==> config.mk <==
export PLATFORM = sky130hd
export DESIGN_NAME = eth_f_pkt_stat_bank
export DESIGN_NICKNAME = d
export VERILOG_FILES = /design/src/rtl/eth_f_pkt_stat_pkg.sv /design/src/rtl/eth_f_pkt_stat_seg_detect.sv /design/src/rtl/eth_f_pkt_stat_bank.sv
export SDC_FILE = /design/constraint.sdc
export NUM_CORES = 1
export LEC_CHECK = 0
export BUFFER_PORTS_ARGS = -buffer_cell sky130_fd_sc_hd__buf_2
export CORE_UTILIZATION = 44
export CTS_CLUSTER_DIAMETER = 40
export CTS_CLUSTER_SIZE = 28
export DETAILED_ROUTE_END_ITERATION = 6
export PLACE_DENSITY = 0.65
export SLEW_MARGIN = 40
export SYNTH_ARGS = -nofsm -noshare
export SYNTH_HDL_FRONTEND = slang
export SYNTH_SLANG_ARGS = --single-unit
export TNS_END_PERCENT = 10
==> constraint.sdc <==
create_clock -name i_clk -period 8 [get_ports i_clk]
set_input_delay 1.6 -clock i_clk [delete_from_list [all_inputs] [get_ports i_clk]]
set_output_delay 1.6 -clock i_clk [all_outputs]
set_load 0.01 [all_outputs]
==> src/rtl/eth_f_pkt_stat_pkg.sv <==
// Shared types and helpers for the Ethernet packet statistics bank.
// Snapshot FSM states, pipeline depth and the per-cycle increment width.
package eth_f_pkt_stat_pkg;

  typedef enum logic [1:0] {
    IDLE  = 2'd0,
    DRAIN = 2'd1,
    LATCH = 2'd2
  } snap_state_t;

  localparam int PIPE_DEPTH = 3;

  function automatic int f_inc_w(input int words);
    return $clog2(words + 1);
  endfunction

endpackage

==> src/rtl/eth_f_pkt_stat_seg_detect.sv <==
// Segmented-interface boundary detector: S1 input register, S2 per-cycle
// SOP/EOP/errored-EOP counts plus a valid strobe.
module eth_f_pkt_stat_seg_detect
  import eth_f_pkt_stat_pkg::*;
#(
  parameter int WORDS         = 8,
  parameter int SEG_ERR_WIDTH = 2 * WORDS,
  parameter int INC_W         = f_inc_w(WORDS)
) (
  input  logic                     i_clk,
  input  logic                     rst,
  input  logic                     mac_valid,
  input  logic [WORDS-1:0]         mac_inframe,
  input  logic [SEG_ERR_WIDTH-1:0] mac_error,
  output logic                     inc_vld,
  output logic [INC_W-1:0]         sop_inc,
  output logic [INC_W-1:0]         eop_inc,
  output logic [INC_W-1:0]         err_inc
);

  logic                     s1_valid;
  logic [WORDS-1:0]         s1_inframe;
  logic [SEG_ERR_WIDTH-1:0] s1_error;
  logic                     last_inframe;
  logic [WORDS:0]           ext;
  logic [INC_W-1:0]         sop_n, eop_n, err_n;

  always_ff @(posedge i_clk or posedge rst) begin
    if (rst) begin
      s1_valid   <= 1'b0;
      s1_inframe <= '0;
      s1_error   <= '0;
    end else begin
      s1_valid   <= mac_valid;
      s1_inframe <= mac_inframe;
      s1_error   <= mac_error;
    end
  end

  // ext[k] is the previous-segment inframe of segment k; ext[k+1] is its own.
  always_comb begin
    ext   = {s1_inframe, last_inframe};
    sop_n = '0;
    eop_n = '0;
    err_n = '0;
    for (int k = 0; k < WORDS; k++) begin
      if (ext[k+1] && !ext[k]) sop_n = sop_n + INC_W'(1);
      if (!ext[k+1] && ext[k]) begin
        eop_n = eop_n + INC_W'(1);
        if (|s1_error[2*k +: 2]) err_n = err_n + INC_W'(1);
      end
    end
  end

  always_ff @(posedge i_clk or posedge rst) begin
    if (rst) begin
      inc_vld      <= 1'b0;
      last_inframe <= 1'b0;
      sop_inc      <= '0;
      eop_inc      <= '0;
      err_inc      <= '0;
    end else begin
      inc_vld <= s1_valid;
      if (s1_valid) begin
        last_inframe <= s1_inframe[WORDS-1];
        sop_inc      <= sop_n;
        eop_inc      <= eop_n;
        err_inc      <= err_n;
      end else begin
        sop_inc <= '0;
        eop_inc <= '0;
        err_inc <= '0;
      end
    end
  end

endmodule

==> src/rtl/eth_f_pkt_stat_bank.sv <==
// Packet statistics bank: SOP/EOP/errored-EOP counters with snapshot handshake.
// Define ETH_F_PKT_STAT_SAT_EN to make counters saturate instead of wrapping.
module eth_f_pkt_stat_bank
  import eth_f_pkt_stat_pkg::*;
#(
  parameter int CLIENT_IF_TYPE = 1,
  parameter int WORDS          = 8,
  parameter int AVST_ERR_WIDTH = 8,
  parameter int SEG_ERR_WIDTH  = 2 * WORDS,
  parameter int CNT_W          = 32,
  parameter int CLR_ON_SNAP    = 0
) (
  input  logic                      i_clk,
  input  logic                      rst,
  input  logic                      i_valid,
  input  logic                      i_sop,
  input  logic                      i_eop,
  input  logic [AVST_ERR_WIDTH-1:0] i_error,
  input  logic                      i_mac_valid,
  input  logic [WORDS-1:0]          i_mac_inframe,
  input  logic [SEG_ERR_WIDTH-1:0]  i_mac_error,
  input  logic                      i_clr,
  input  logic                      i_snap_req,
  output logic                      o_snap_busy,
  output logic                      o_snap_vld,
  output logic [CNT_W-1:0]          o_sop_cnt,
  output logic [CNT_W-1:0]          o_eop_cnt,
  output logic [CNT_W-1:0]          o_err_cnt,
  output logic [2:0]                o_ovf
);

  localparam int INC_W = f_inc_w(WORDS);

  logic a1_valid, a1_sop, a1_eop, a1_err;
  logic a2_vld, a2_sop, a2_eop, a2_err;
  logic s2_vld;
  logic [INC_W-1:0] s2_sop, s2_eop, s2_err;

  logic                      inc_vld;
  logic [2:0][INC_W-1:0]     inc;
  logic [2:0][CNT_W-1:0]     cnt, cnt_nxt;
  logic [2:0]                ovf_hit;
  logic [CNT_W:0]            sum;
  snap_state_t               state;
  logic [1:0]                drain_cnt;

  always_ff @(posedge i_clk or posedge rst) begin
    if (rst) begin
      a1_valid <= 1'b0;
      a1_sop   <= 1'b0;
      a1_eop   <= 1'b0;
      a1_err   <= 1'b0;
      a2_vld   <= 1'b0;
      a2_sop   <= 1'b0;
      a2_eop   <= 1'b0;
      a2_err   <= 1'b0;
    end else begin
      a1_valid <= i_valid;
      a1_sop   <= i_sop;
      a1_eop   <= i_eop;
      a1_err   <= |i_error;
      a2_vld   <= a1_valid;
      a2_sop   <= a1_valid & a1_sop;
      a2_eop   <= a1_valid & a1_eop;
      a2_err   <= a1_valid & a1_eop & a1_err;
    end
  end

  eth_f_pkt_stat_seg_detect #(
    .WORDS         (WORDS),
    .SEG_ERR_WIDTH (SEG_ERR_WIDTH),
    .INC_W         (INC_W)
  ) u_seg_detect (
    .i_clk       (i_clk),
    .rst         (rst),
    .mac_valid   (i_mac_valid),
    .mac_inframe (i_mac_inframe),
    .mac_error   (i_mac_error),
    .inc_vld     (s2_vld),
    .sop_inc     (s2_sop),
    .eop_inc     (s2_eop),
    .err_inc     (s2_err)
  );

  always_comb begin
    if (CLIENT_IF_TYPE == 1) begin
      inc_vld = a2_vld;
      inc[0]  = INC_W'(a2_sop);
      inc[1]  = INC_W'(a2_eop);
      inc[2]  = INC_W'(a2_err);
    end else begin
      inc_vld = s2_vld;
      inc[0]  = s2_sop;
      inc[1]  = s2_eop;
      inc[2]  = s2_err;
    end
    if (!inc_vld) inc = '0;
  end

  always_comb begin
    sum     = '0;
    cnt_nxt = '0;
    ovf_hit = '0;
    for (int i = 0; i < 3; i++) begin
      sum = {1'b0, cnt[i]} + (CNT_W + 1)'(inc[i]);
`ifdef ETH_F_PKT_STAT_SAT_EN
      cnt_nxt[i] = sum[CNT_W] ? {CNT_W{1'b1}} : sum[CNT_W-1:0];
      ovf_hit[i] = sum[CNT_W] | (&sum[CNT_W-1:0]);
`else
      cnt_nxt[i] = sum[CNT_W-1:0];
      ovf_hit[i] = sum[CNT_W];
`endif
    end
  end

  // With clear-on-snapshot the LATCH-cycle increment seeds the new window
  // rather than the snapshot, so each event lands in exactly one snapshot.
  always_ff @(posedge i_clk or posedge rst) begin
    if (rst) begin
      cnt   <= '0;
      o_ovf <= '0;
    end else if (i_clr) begin
      cnt   <= '0;
      o_ovf <= '0;
    end else if (CLR_ON_SNAP != 0 && state == LATCH) begin
      for (int i = 0; i < 3; i++) cnt[i] <= CNT_W'(inc[i]);
    end else begin
      cnt   <= cnt_nxt;
      o_ovf <= o_ovf | ovf_hit;
    end
  end

  always_ff @(posedge i_clk or posedge rst) begin
    if (rst) begin
      state      <= IDLE;
      drain_cnt  <= '0;
      o_snap_vld <= 1'b0;
      o_sop_cnt  <= '0;
      o_eop_cnt  <= '0;
      o_err_cnt  <= '0;
    end else begin
      o_snap_vld <= 1'b0;
      case (state)
        IDLE: begin
          if (i_snap_req) begin
            state     <= DRAIN;
            drain_cnt <= 2'(PIPE_DEPTH);
          end
        end
        DRAIN: begin
          drain_cnt <= drain_cnt - 2'd1;
          if (drain_cnt == 2'd1) state <= LATCH;
        end
        LATCH: begin
          o_sop_cnt  <= (CLR_ON_SNAP != 0) ? cnt[0] : cnt_nxt[0];
          o_eop_cnt  <= (CLR_ON_SNAP != 0) ? cnt[1] : cnt_nxt[1];
          o_err_cnt  <= (CLR_ON_SNAP != 0) ? cnt[2] : cnt_nxt[2];
          o_snap_vld <= 1'b1;
          state      <= IDLE;
        end
        default: state <= IDLE;
      endcase
    end
  end

  assign o_snap_busy = (state != IDLE);

endmodule

Yosys cells after proc, flatten, opt, wreduce, memory -nomap -nowiden

Index checks and enable logic that the tools add are counted.
W data, S select, Z words.

Flip-flop bits (word level): 208
Word-level logic and storage cells: 46
Bits in writable memories: 0
Output and inout bits: 101
Memory bits (read-only): 0
Latch bits: 0
Input port bits: 40
Memories: 0

$mul: 0
Shift-type cells: 0
Reductions and logical operators: 6
Bitwise operators: 4
Divide/modulo/power cells: 0
Equality and inequality tests: 5
$add $sub $neg: 4
Muxes and demuxes: 9
Order comparisons: 0

Operators by type and width:

| operator              | number |
|---|---|
| $add A32 B4 Y33       | 3 |
| $mux W96              | 1 |
| $mux W9               | 1 |
| $pmux W2 S2           | 2 |
| $reduce_or A8 Y1      | 1 |
| $mux W2               | 3 |
| $eq A2 B1 Y1 const B  | 2 |
| $ne A2 B2 Y1 const B  | 2 |
| $reduce_and A2 Y1     | 2 |
| $reduce_bool A2 Y1    | 2 |
| $and A1 B1 Y1         | 3 |
| $mux W3               | 1 |
| $or A3 B3 Y3          | 1 |
| $eq A2 B2 Y1 const B  | 1 |
| $logic_not A2 Y1      | 1 |
| $sub A2 B1 Y2 const B | 1 |
| $mux W1               | 1 |

Depth between registers and ports, before layout

Word-level depth: 4
Gate-level depth with buffers: 9
Depth with buffers taken out: 7

Worst setup path after synthesis

OpenSTA, ideal clock, no wires.

Path kind: input-to-reg
Start: in i_clr
End: reg cnt[10] in the netlist's numbering
Stages: 4
Buffers on the path: 3
Setup time: 0.132 ns
Slack: 5.376 ns
Data arrival time: 2.492 ns
Data required time: 7.868 ns
Path through: clkbuf_1 > clkbuf_1 > buf_1 > nor2_1

Longest elaborated chain between the ends: 1

Ends and longest elaborated chain:

| item                   | line                       | RTL |
|---|---|---|
| start: declaration     | eth_f_pkt_stat_bank.sv:22  | `input logic i_clr,` |
| $mux W96               | eth_f_pkt_stat_bank.sv:122 | `end else if (i_clr) begin` |
| end signal: assignment | eth_f_pkt_stat_bank.sv:128 | `cnt <= cnt_nxt;` |
| end: declaration       | eth_f_pkt_stat_bank.sv:41  | `logic [2:0][CNT_W-1:0] cnt, cnt_nxt;` |

No other way between the ends.
A chain may end at the register's enable or synchronous reset.

Final worst setup path

Start: reg state[1]
End: out o_snap_busy

Longest elaborated chain between the ends: 1

Ends and longest elaborated chain:

| item                     | line                       | RTL |
|---|---|---|
| start: declaration       | eth_f_pkt_stat_bank.sv:44  | `snap_state_t state;` |
| start signal: assignment | eth_f_pkt_stat_bank.sv:135 | `state <= IDLE;` |
| start signal: assignment | eth_f_pkt_stat_bank.sv:146 | `state <= DRAIN;` |
| start signal: assignment | eth_f_pkt_stat_bank.sv:152 | `if (drain_cnt == 2'd1) state <= LATCH;` |
| $reduce_bool A2 Y1       | eth_f_pkt_stat_bank.sv:166 | `assign o_snap_busy = (state != IDLE);` |
| end: declaration         | eth_f_pkt_stat_bank.sv:24  | `output logic o_snap_busy,` |

No other way between the ends.

==> results.toml <==
[outcome]
outcome = "finished, final reports clean"

[clock_tree]
cts_buffers = 31
clock_tree.buffer_depth = 3
cts_tree = "done"
postCtsHoldBufs = 0
cts_root_buf = "clkbuf_16"
clock_latency_ns = 0.54
clkTransAtPathRegs_ns = 0.05
cts_resized = 0
clock_sinks = 208
cts_post_setup_buffers_inserted = 0
htreeDepth = 1

[yosys]
ys_ff_latch = 208
syn_nets = 965
synthFlopType = "dfrtp_1"
yosysSeqAreaShare = 0.568
yosysWarnings = 0
synth_edf_count = 0
synth_area_per_cell_um2 = 9.98
async_flop_share = 1.00
synth.cell_area_um2 = 9160
syn_inst = 918
synth.distinct_cells = 40

[global_route]
antenna_found_initial = 0
grt_pass1_wl_um = 34300
grt_overflow = 0
grt_max_degree = 140
first_global_vias = 6865
grt_usage = 0.194

[route]
drt_first_iter_violations = 329
wl_um = 20400
route.detailed.drc = 0
drtPass1Iterations = 4
wl_per_cell_um = 15.6
num_vias = 7087
viasPerCell = 5.42
drtAntennaViolNets = 0

[worst_setup_path]
cp.arrival_ns = 1.46
cp_slowest_cell = "dfrtp_1"
cpPeakStageDelay_ns = 0.45
worstPathMaxFanout = 7
critPathKind = "reg -> out"
path_cells = "or2_2, buf_2"
start_kind = "flip-flop"
worst_setup_path_end_kind = "output pin"
critical_path_required_ns = 6.40

[layout]
stdcell_area_um2 = 11000
fill_cells = 1880
layout-area-overhead-vs-synth_pct = 19.6
final_nets = 1060
antenna_cells = 0
drive_above_1_share = 0.191

[sta]
period_share = 0.382
fmax_ghz = 0.327
holdWs_ns = 0.428
slew_violations = 0
fin_crit_ns = 3.06
setup_tns_ns = 0
slew_headroom = 0.474
rsz0062_at_grt = "no"
worst-slew-pin-transition_ns = 0.789
fin_skew_ns = 0.0101
setup-violations-final = 0
finalHoldViolCount = 0

[floorplanning]
fp.coreArea_um2 = 20300
fp.dieW_um = 146
num_rows = 52
io_pins = 141
initial_core_util = 0.451
die_area_um2 = 21400
dieHeight_um = 146

[min_path]
hp-class = "reg -> reg"

[power_and_ir_drop]
ir_drop_v = 0.000210
power.leakage_nw = 4.76
power_density_nw_per_um2 = 292

[run]
drv_cap = 0

[placement]
routabilityCongestion = 0.800
dpl.hpwl_um = 13200
placed_cell_area_um2 = 9910
port_buffers = 115
==> synth_stat cells, types with 4 or more instances <==
library cell  instances  share of area
and3_1               11         0.0075
nor3_1                9         0.0049
nor2_1              104          0.043
mux2_2                4         0.0049
or4_4                 4         0.0049
nand2_1              83          0.034
or4_1                40          0.033
ha_1                  7         0.0096
o21ai_0              47          0.026
buf_1                 6         0.0025
nor4_1               12         0.0082
inv_1                24         0.0098
o31ai_1              39          0.032
or3_1                10         0.0068
nor2b_1               8         0.0055
nand3_1              38          0.021
a31oi_1              51          0.035
clkbuf_1             47          0.019
and2_1               10         0.0068
xnor2_1              24          0.023
and4_1               12          0.011
nand4_1              26          0.018
dfrtp_1             208           0.57
xor2_1               12          0.011
a21oi_1              54          0.030
==> flip-flops by register name, indices dropped and copies added (netlist names) <==
name	flops
drain_cnt	2
o_sop_cnt	32
a2_sop	1
cnt	96
a2_err	1
a1_sop	1
a2_vld	1
o_ovf	3
a2_eop	1
o_eop_cnt	32
a1_err	1
state	2
o_snap_vld	1
a1_eop	1
o_err_cnt	32
a1_valid	1
==> routing by layer <==
metal / global-route usage / part of all wire / vias to the layer above
met3: 0.0403 / 0.054 / 34
met5: 0 / 0 / -
met4: 0.0557 / 0.020 / 0
li1: - / - / 3527
met2: 0.308 / 0.45 / 142
met1: 0.270 / 0.47 / 3384
==> cell families (layout without fill, tap and decap cells) <==
family,after synthesis,in the layout,share of synthesized area
xor gates and xnor gates,36,36,0.0344
muxes,5,5,0.00601
buffers and inverters,81,201,0.0344
AOI/OAI and AO/OA,199,199,0.129
and+or+nand+nor,382,382,0.218
DFF,208,208,0.568
adders and majority gates,7,7,0.00956
==> final cells by class <==
cell class / instances / area (µm²) / area share
clock buffer: 34 / 817 / 0.0746
clock inverter: 24 / 229 / 0.0209
inverter: 24 / 104 / 0.00948
multi-input combinational: 629 / 3640 / 0.332
sequential: 208 / 5200 / 0.475
tap: 270 / 338 / 0.0308
timing repair buffer: 119 / 619 / 0.0565
==> layout by cell type, fill, tap and decap left out, types with 4 or more instances in the layout <==
cell,count
a21oi_1,54
a31oi_1,51
and2_1,10
and3_1,11
and4_1,12
buf_2,114
clkbuf_16,31
clkinv_2,5
clkinvlp_4,9
dfrtp_1,208
ha_1,7
inv_1,22
inv_6,6
mux2_2,4
nand2_1,83
nand3_1,38
nand4_1,26
nor2_1,104
nor2b_1,8
nor3_1,9
nor4_1,12
o21ai_0,47
o31ai_1,39
or3_1,10
or4_1,40
or4_4,4
xnor2_1,24
xor2_1,12
==> final timing paths <==
check,from,end,slack (ns),cells past startpoint
min in group asynchronous,rst,cnt[54],1.16,2
worst min register to register,a1_valid,a2_vld,0.43,0
worst max register to register,a2_vld,o_err_cnt[16],5.12,7
max in group asynchronous,rst,state[0],5.78,3
worst max-delay path,state[1],o_snap_busy,4.94,2
worst min-delay path,a1_valid,a2_vld,0.43,0
==> worst max-delay path: cells and delay by family, from the launching register on <==
| family | cells | cell delay (ns) |
|---|---|---|
| buffers and inverters | 1 | 0.15 |
| DFF | 1 | 0.45 |
| and+or+nand+nor | 1 | 0.32 |
==> metrics by stage <==
| stage | power [mW] | util | cells | worst slack [ns] |
|---|---|---|---|---|
| 4_1_cts | 3.24 | 0.540 | 1308 | 4.91 |
| 3_5_place_dp | 1.90 | 0.488 | 1250 | 5.00 |
| 2_1_floorplan | 1.66 | - | 918 | 0.719 |
| 6_report | 3.19 | 0.540 | 1308 | 4.94 |
| 5_1_grt | 3.36 | 0.540 | 1308 | 4.88 |
| 3_3_place_gp | 1.88 | 0.487 | 1250 | 4.58 |
==> power by group <==
part	internal (mW)	switching, mW	leakage (nW)	total [mW]
logic	0.230	0.321	1.50	0.550
clock network	0.813	0.514	0.490	1.33
registers	1.22	0.0929	2.77	1.32
Note: power is estimated with default switching activity, not from simulation.
